===== src/rtl/multicycle_alu.sv =====
// Handshaked ALU: single-cycle logic/arith ops, WIDTH-cycle iterative shift-add multiply.
// Results and status flags are held until the consumer takes them.
module multicycle_alu #(
    parameter int WIDTH = 32
) (
    input  logic             clk,
    input  logic             reset,
    input  logic [WIDTH-1:0] operandA,
    input  logic [WIDTH-1:0] operandB,
    input  logic [3:0]       command,
    input  logic             in_valid,
    output logic             in_ready,
    output logic             out_valid,
    input  logic             out_ready,
    output logic [WIDTH-1:0] result,
    output logic             zero,
    output logic             carryout,
    output logic             overflow,
    output logic             error
);

    localparam int SHW = $clog2(WIDTH);
    localparam logic [SHW-1:0] CNT_LAST = SHW'(WIDTH - 1);

    localparam logic [3:0] OP_ADD  = 4'd0;
    localparam logic [3:0] OP_SUB  = 4'd1;
    localparam logic [3:0] OP_XOR  = 4'd2;
    localparam logic [3:0] OP_SLT  = 4'd3;
    localparam logic [3:0] OP_AND  = 4'd4;
    localparam logic [3:0] OP_NAND = 4'd5;
    localparam logic [3:0] OP_NOR  = 4'd6;
    localparam logic [3:0] OP_OR   = 4'd7;
    localparam logic [3:0] OP_SLL  = 4'd8;
    localparam logic [3:0] OP_SRL  = 4'd9;
    localparam logic [3:0] OP_SRA  = 4'd10;
    localparam logic [3:0] OP_MULT = 4'd11;
    localparam logic [3:0] OP_SLTU = 4'd12;

    typedef enum logic [1:0] {IDLE, BUSY, HOLD} state_t;

    state_t           r_state;
    state_t           w_state_next;
    logic [WIDTH-1:0] r_result;
    logic             r_zero;
    logic             r_carry;
    logic             r_ovf;
    logic             r_err;
    logic [WIDTH-1:0] r_mcand;
    logic [WIDTH-1:0] r_mplier;
    logic [WIDTH-1:0] r_acc;
    logic [SHW-1:0]   r_count;

    logic             w_accept;
    logic             w_sub;
    logic [WIDTH-1:0] w_b_eff;
    logic [WIDTH:0]   w_sum;
    logic [SHW-1:0]   w_shamt;
    logic [WIDTH-1:0] w_alu_result;
    logic             w_alu_carry;
    logic             w_alu_ovf;
    logic             w_alu_err;
    logic [WIDTH-1:0] w_acc_next;

    assign w_accept   = in_valid && (r_state == IDLE);
    assign w_acc_next = r_mplier[0] ? (r_acc + r_mcand) : r_acc;

    // SUB shares the adder: A + ~B + 1, so carry out means "no borrow".
    always_comb begin
        w_sub        = (command == OP_SUB);
        w_b_eff      = w_sub ? ~operandB : operandB;
        w_sum        = {1'b0, operandA} + {1'b0, w_b_eff} + {{WIDTH{1'b0}}, w_sub};
        w_shamt      = operandB[SHW-1:0];
        w_alu_result = '0;
        w_alu_carry  = 1'b0;
        w_alu_ovf    = 1'b0;
        w_alu_err    = 1'b0;
        case (command)
            OP_ADD, OP_SUB: begin
                w_alu_result = w_sum[WIDTH-1:0];
                w_alu_carry  = w_sum[WIDTH];
                w_alu_ovf    = (operandA[WIDTH-1] == w_b_eff[WIDTH-1]) &&
                               (w_sum[WIDTH-1] != operandA[WIDTH-1]);
            end
            OP_XOR:  w_alu_result = operandA ^ operandB;
            OP_SLT:  w_alu_result = {{(WIDTH-1){1'b0}}, ($signed(operandA) < $signed(operandB))};
            OP_AND:  w_alu_result = operandA & operandB;
            OP_NAND: w_alu_result = ~(operandA & operandB);
            OP_NOR:  w_alu_result = ~(operandA | operandB);
            OP_OR:   w_alu_result = operandA | operandB;
            OP_SLL:  w_alu_result = operandA << w_shamt;
            OP_SRL:  w_alu_result = operandA >> w_shamt;
            OP_SRA:  w_alu_result = $unsigned($signed(operandA) >>> w_shamt);
            OP_MULT: w_alu_result = '0;
            OP_SLTU: w_alu_result = {{(WIDTH-1){1'b0}}, (operandA < operandB)};
            default: w_alu_err    = 1'b1;
        endcase
    end

    always_comb begin
        w_state_next = r_state;
        in_ready     = (r_state == IDLE);
        out_valid    = (r_state == HOLD);
        case (r_state)
            IDLE: if (in_valid) w_state_next = (command == OP_MULT) ? BUSY : HOLD;
            BUSY: if (r_count == CNT_LAST) w_state_next = HOLD;
            HOLD: if (out_ready) w_state_next = IDLE;
            default: w_state_next = IDLE;
        endcase
    end

    always_ff @(posedge clk or posedge reset) begin
        if (reset) begin
            r_state <= IDLE;
        end else begin
            r_state <= w_state_next;
        end
    end

    always_ff @(posedge clk or posedge reset) begin
        if (reset) begin
            r_result <= '0;
            r_zero   <= 1'b0;
            r_carry  <= 1'b0;
            r_ovf    <= 1'b0;
            r_err    <= 1'b0;
            r_mcand  <= '0;
            r_mplier <= '0;
            r_acc    <= '0;
            r_count  <= '0;
        end else if (w_accept) begin
            if (command == OP_MULT) begin
                r_mcand  <= operandA;
                r_mplier <= operandB;
                r_acc    <= '0;
                r_count  <= '0;
            end else begin
                r_result <= w_alu_result;
                r_zero   <= (w_alu_result == '0);
                r_carry  <= w_alu_carry;
                r_ovf    <= w_alu_ovf;
                r_err    <= w_alu_err;
            end
        end else if (r_state == BUSY) begin
            // One multiplier bit per cycle; the last step writes straight into the result.
            r_acc    <= w_acc_next;
            r_mcand  <= r_mcand << 1;
            r_mplier <= r_mplier >> 1;
            r_count  <= r_count + SHW'(1);
            if (r_count == CNT_LAST) begin
                r_result <= w_acc_next;
                r_zero   <= (w_acc_next == '0);
                r_carry  <= 1'b0;
                r_ovf    <= 1'b0;
                r_err    <= 1'b0;
            end
        end
    end

    assign result   = r_result;
    assign zero     = r_zero;
    assign carryout = r_carry;
    assign overflow = r_ovf;
    assign error    = r_err;

endmodule

===== config.mk =====
export PLATFORM = sky130hd
export DESIGN_NAME = multicycle_alu
export DESIGN_NICKNAME = d
export VERILOG_FILES = /design/src/rtl/multicycle_alu.sv
export SDC_FILE = /design/constraint.sdc
export NUM_CORES = 1
export LEC_CHECK = 0
export ABC_CLOCK_PERIOD_IN_PS = 7710
export CAP_MARGIN = 10
export CORE_MARGIN = 3
export CORE_UTILIZATION = 60
export DETAILED_ROUTE_END_ITERATION = 16
export PLACE_DENSITY_LB_ADDON = 0.1
export SYNTH_ARGS = -nofsm -noshare
export SYNTH_HDL_FRONTEND = slang
export SYNTH_SLANG_ARGS = --single-unit

===== constraint.sdc =====
create_clock -name clk -period 7.71 [get_ports clk]
set_input_delay 1.542 -clock clk [delete_from_list [all_inputs] [get_ports clk]]
set_output_delay 1.542 -clock clk [all_outputs]
set_load 0.005 [all_outputs]

# Word level (Yosys, flattened, before mapping)
# Cells that the tools add are included.
# op_classes
addsub	4
n_lt_le_gt_ge	2
eq_ne	22
shifts	3
n_mux	39
bitwise	6
n_reduce_logical	13
# op_table
cell	n
$mux 32	15
$pmux 32 s11	1
$not 32->32	3
$logic_not 32->1	2
$lt 32x32->1	2
$add 32x32->33	1
$add 33x1->33	1
$add 32x32->32	1
$and 32x32->32	1
$or 32x32->32	1
$shl 32x5->32	1
$shr 32x5->32	1
$sshr 32x5->32	1
$xor 32x32->32	1
$eq 4x4->1 const B	5
$eq 4x3->1 const B	4
$mux 1	15
$mux 5	3
$reduce_or 12->1	1
$eq 4x2->1 const B	2
$mux 2	4
$ne 2x2->1 const B	3
$pmux 2 s3	1
$reduce_and 3->1	2
14 further kinds	17
# totals
reg_bits	139
in_bits	72
output_inout_bits	38

# Depth between registers and ports, before layout
# logic_depth
depth_word	9
ltp_mapped	20

# Worst setup path before layout
# No wires, ideal clock.
# synth_path
path_type	in2reg
from	in command[3]
to	reg r_zero, in the netlist zero
setup_ns	0.092
t_arrival_ns	5.868
path_slack_ns	1.750
stages	20
path_buffers	5
path_cell_list	nor3_1 -> clkbuf_1 -> clkbuf_1 -> buf_1 -> nand2_1 -> buf_1 -> xnor2_1 -> ha_1 -> buf_2 -> a21o_1 -> a2111oi_0 -> o21ai_1 -> or3_1 -> o21ai_1 -> xnor2_1 -> a2111oi_0 -> nand4_1 -> nor3_1 -> a22oi_1 -> o31ai_2
# synth_via
elab_chain_cells	8
# synth_rtl
item	line_no	source
start: declaration	10	input logic [3:0] command,
$eq 4x1->1	69, 77	
$mux 32	70	w_b_eff = w_sub ? ~operandB : operandB;
$add 32x32->33	71	w_sum = {1'b0, operandA} + {1'b0, w_b_eff} + {{WIDTH{1'b0}}, w_sub};
$add 33x1->33	71	
$pmux 32 s11	77	case (command)
$logic_not 32->1	138	r_zero <= (w_alu_result == '0);
$mux 1	131	if (command == OP_MULT) begin
$mux 1	130	end else if (w_accept) begin
end signal: assignment	138	
end signal: assignment	151	r_zero <= (w_acc_next == '0);
end: declaration	44	logic r_zero;
# Parallel ways exist; a longest one is shown, timed or not. The select of a mux whose other input is x is not followed.
# A chain may end at the register's enable or synchronous reset.

# Worst setup path in the final report
# Ends and elaborated chain as after synthesis.

==> flow_summary.toml <==
[detailed_routing]
dr.pass1.iters = 7
finalWirelength_um = 74700
drt_iter0_drc = 2986
met2WireLength_um = 31400
met1_length_um = 26600
avgRoutedWirePerCell_um = 28.5
num_vias = 19311
antenna_left = 0
highest_layer = "met5"
wl_met3_um = 10800
drc = 0
vias_per_cell = 7.38

[critical_path]
path_delay_family = "compound AO/OA/AOI/OAI gates"
critPathSlowestCell = "a2111oi_0"
cp_max_fo = 19
path_depth = 17
critPathMaxStageDelay_ns = 0.78
ff2ff_setup_slack_ns = 3.19
r2r-start = "r_mcand[0]$_DFFE_PP0P_"
worstPathRequired_ns = 8.04
startpoint = "command[3]"
worst-setup-path-type = "in2reg"
arrival_ns = 6.36
worstRegToRegCells = 13
worstPathBufferInverterCount = 2
crit_chain = "clkdlybuf4s50_1, nor3_2, nand2_2, xnor2_1, inv_1, fa_1, nand3b_1, a21oi_1, o2111ai_1, a21oi_1, o21ai_1, xnor2_1, a2111oi_0, nand4_1, nor3_1, a22oi_1, o31ai_2"
r2r-end = "zero$_DFFE_PP0P_"
crit_path_start_kind = "primary input"
crit_end = "zero$_DFFE_PP0P_"
cp-end-kind = "flop"

[timing]
tightest_slew_ns = 1.23
fmax_mhz = 166
slew_violations = 0
hold_viol_final = 0
max_slew_margin_pct = 17.5
timing.setup.tns_ns = 0
fin_crit_ns = 6.03
rsz0062_at_grt = "false"
whs_ns = 0.515
setup_ws_ns = 1.68
skew_ns = 0.0121
period_share_pct = 78.2
setup_viol = 0

[power_and_ir_drop]
ir_drop_v = 0.000248
total_power_mw = 5.68
power.leakage_nw = 8.67
powerDensity_nw_per_um2 = 284

[layout]
finalCoreUtilization_pct = 67.4
area_growth_pct = 10.3
num-nets-final = 2456
mostFrequentLayoutCells = "nand2_1, nor2_1, ha_1"
drive_above_1_share_pct = 10.7
final_common_cell = "nand2_1"

[outcome]
status = "finished clean"

[place]
place.port_buffers = 109
routabilityCongestion = 1.08
dp_worst_setup_slack_ns = 1.35
dp_hpwl_um = 55000

[yosys]
syn_avg_cell_area_sq_um = 8.25
yosys.area.top_type = "dfrtp_1"
ys_seq_elements = 139
synth_top_cell_area_share_pct = 19.2
ys_warn_count = 0
ys_seq_area_share_pct = 19.2
ys_types = 93
synthFlopType = "dfrtp_1"
synthTopCellsByArea = "dfrtp_1, ha_1, mux4_2"
synth_nets = 2445
synth_edf_count = 0
netlist_instances = 2202
synthArstFlopShare_pct = 100
netlist_area_sq_um = 18200

[clock_network]
clk_latency_ns = 0.43
cts_buffers = 17
cts_tree = "yes"
cts-root-buf = "clkbuf_16"
clk_pin_slew_worst_paths_ns = 0.06
cts-resized-gates = 0
cts_setup_buffers = 0
cts_hold_buffers = 0
h-tree-depth = 4
cts.sinks = 139
clk_path_buf_depth = 2

[global_route]
grtUsageTotal_pct = 45.0
antenna_found_initial = 2
grt_pass1_wl_um = 114000
grt_pass1_vias = 18391
overflow = 0
grt_max_degree = 88

[floorplan]
die_w_um = 180
placementRows = 63
initial_utilization_pct = 61.1
ios = 110
core_area_sq_um = 29700
chipHeight_um = 180
die-area_sq_um = 32400

[flow_run]
max_cap_viol_count = 0

[worst_hold_path]
hold_path_class = "reg2reg"
-- worst min-delay path by stage --
stage                                       from                      to  depth (start not counted)
final                     result[11]$_DFFE_PP0P_  result[11]$_DFFE_PP0P_                          1
after global routing        overflow$_DFFE_PP0P_    overflow$_DFFE_PP0P_                          2
after CTS                      error$_DFFE_PP0P_       error$_DFFE_PP0P_                          2
after detailed placement       error$_DFFE_PP0P_       error$_DFFE_PP0P_                          2
after global placement     result[3]$_DFFE_PP0P_   result[3]$_DFFE_PP0P_                          2
after floorplan             overflow$_DFFE_PP0P_    overflow$_DFFE_PP0P_                          2
-- state kept, by name (all words and copies together) (netlist names) --
signal / flops
r_acc: 32
overflow: 1
carryout: 1
r_state: 2
error: 1
r_count: 5
zero: 1
result: 32
r_mcand: 32
r_mplier: 32
-- metal layers --
metal	global-route usage, %	up-vias
met1	57.9	9162
li1	-	8182
met4	24.5	6
met2	67.1	1588
met3	14.8	373
met5	0.741	-
-- where the power goes --
group          total (mW)  switching (mW)  internal, mW  leakage, nW
clock network       0.817           0.336         0.481        0.275
registers            1.34           0.290          1.05         1.71
logic                3.53            2.17          1.35         6.69
total                5.68            2.80          2.88         8.67
-- cell usage after synthesis, drive strengths merged (62+ instances only) --
master and instances:
a21oi 101, mux2i 111, ha 169, xnor2 79
nand2 292, o21ai 113, nor2 181, inv 92
dfrtp 139, mux4 74, buf 62, clkbuf 112
a31oi 75
-- metrics by stage --
step | std cells | area, sq um
floorplan | 2202 | 18200
global placement | 2583 | 19400
detailed placement | 2583 | 19400
CTS | 2613 | 20000
global route | 2615 | 20000
finish | 2617 | 20000
-- layout make-up --
| type | count | area, sq um |
|---|---|---|
| clock buffer | 19 | 443 |
| multi-input combinational | 1796 | 13600 |
| clock inverter | 11 | 121 |
| inverter | 93 | 354 |
| sequential | 139 | 3480 |
| antenna | 3 | 7.51 |
| timing repair buffer | 166 | 1490 |
| tap | 390 | 488 |
| fill | 2449 | 9690 |
-- cell families after synthesis --
kind of cell	count (synthesis)	share of synthesized area [%]
xor+xnor	113	5.45
flops	139	19.2
mux	213	17.0
buf+inv	267	6.01
simple gates	701	17.7
compound gates	598	22.8
fa+ha+maj	171	11.9
Note: power is estimated with default switching activity, not from simulation.
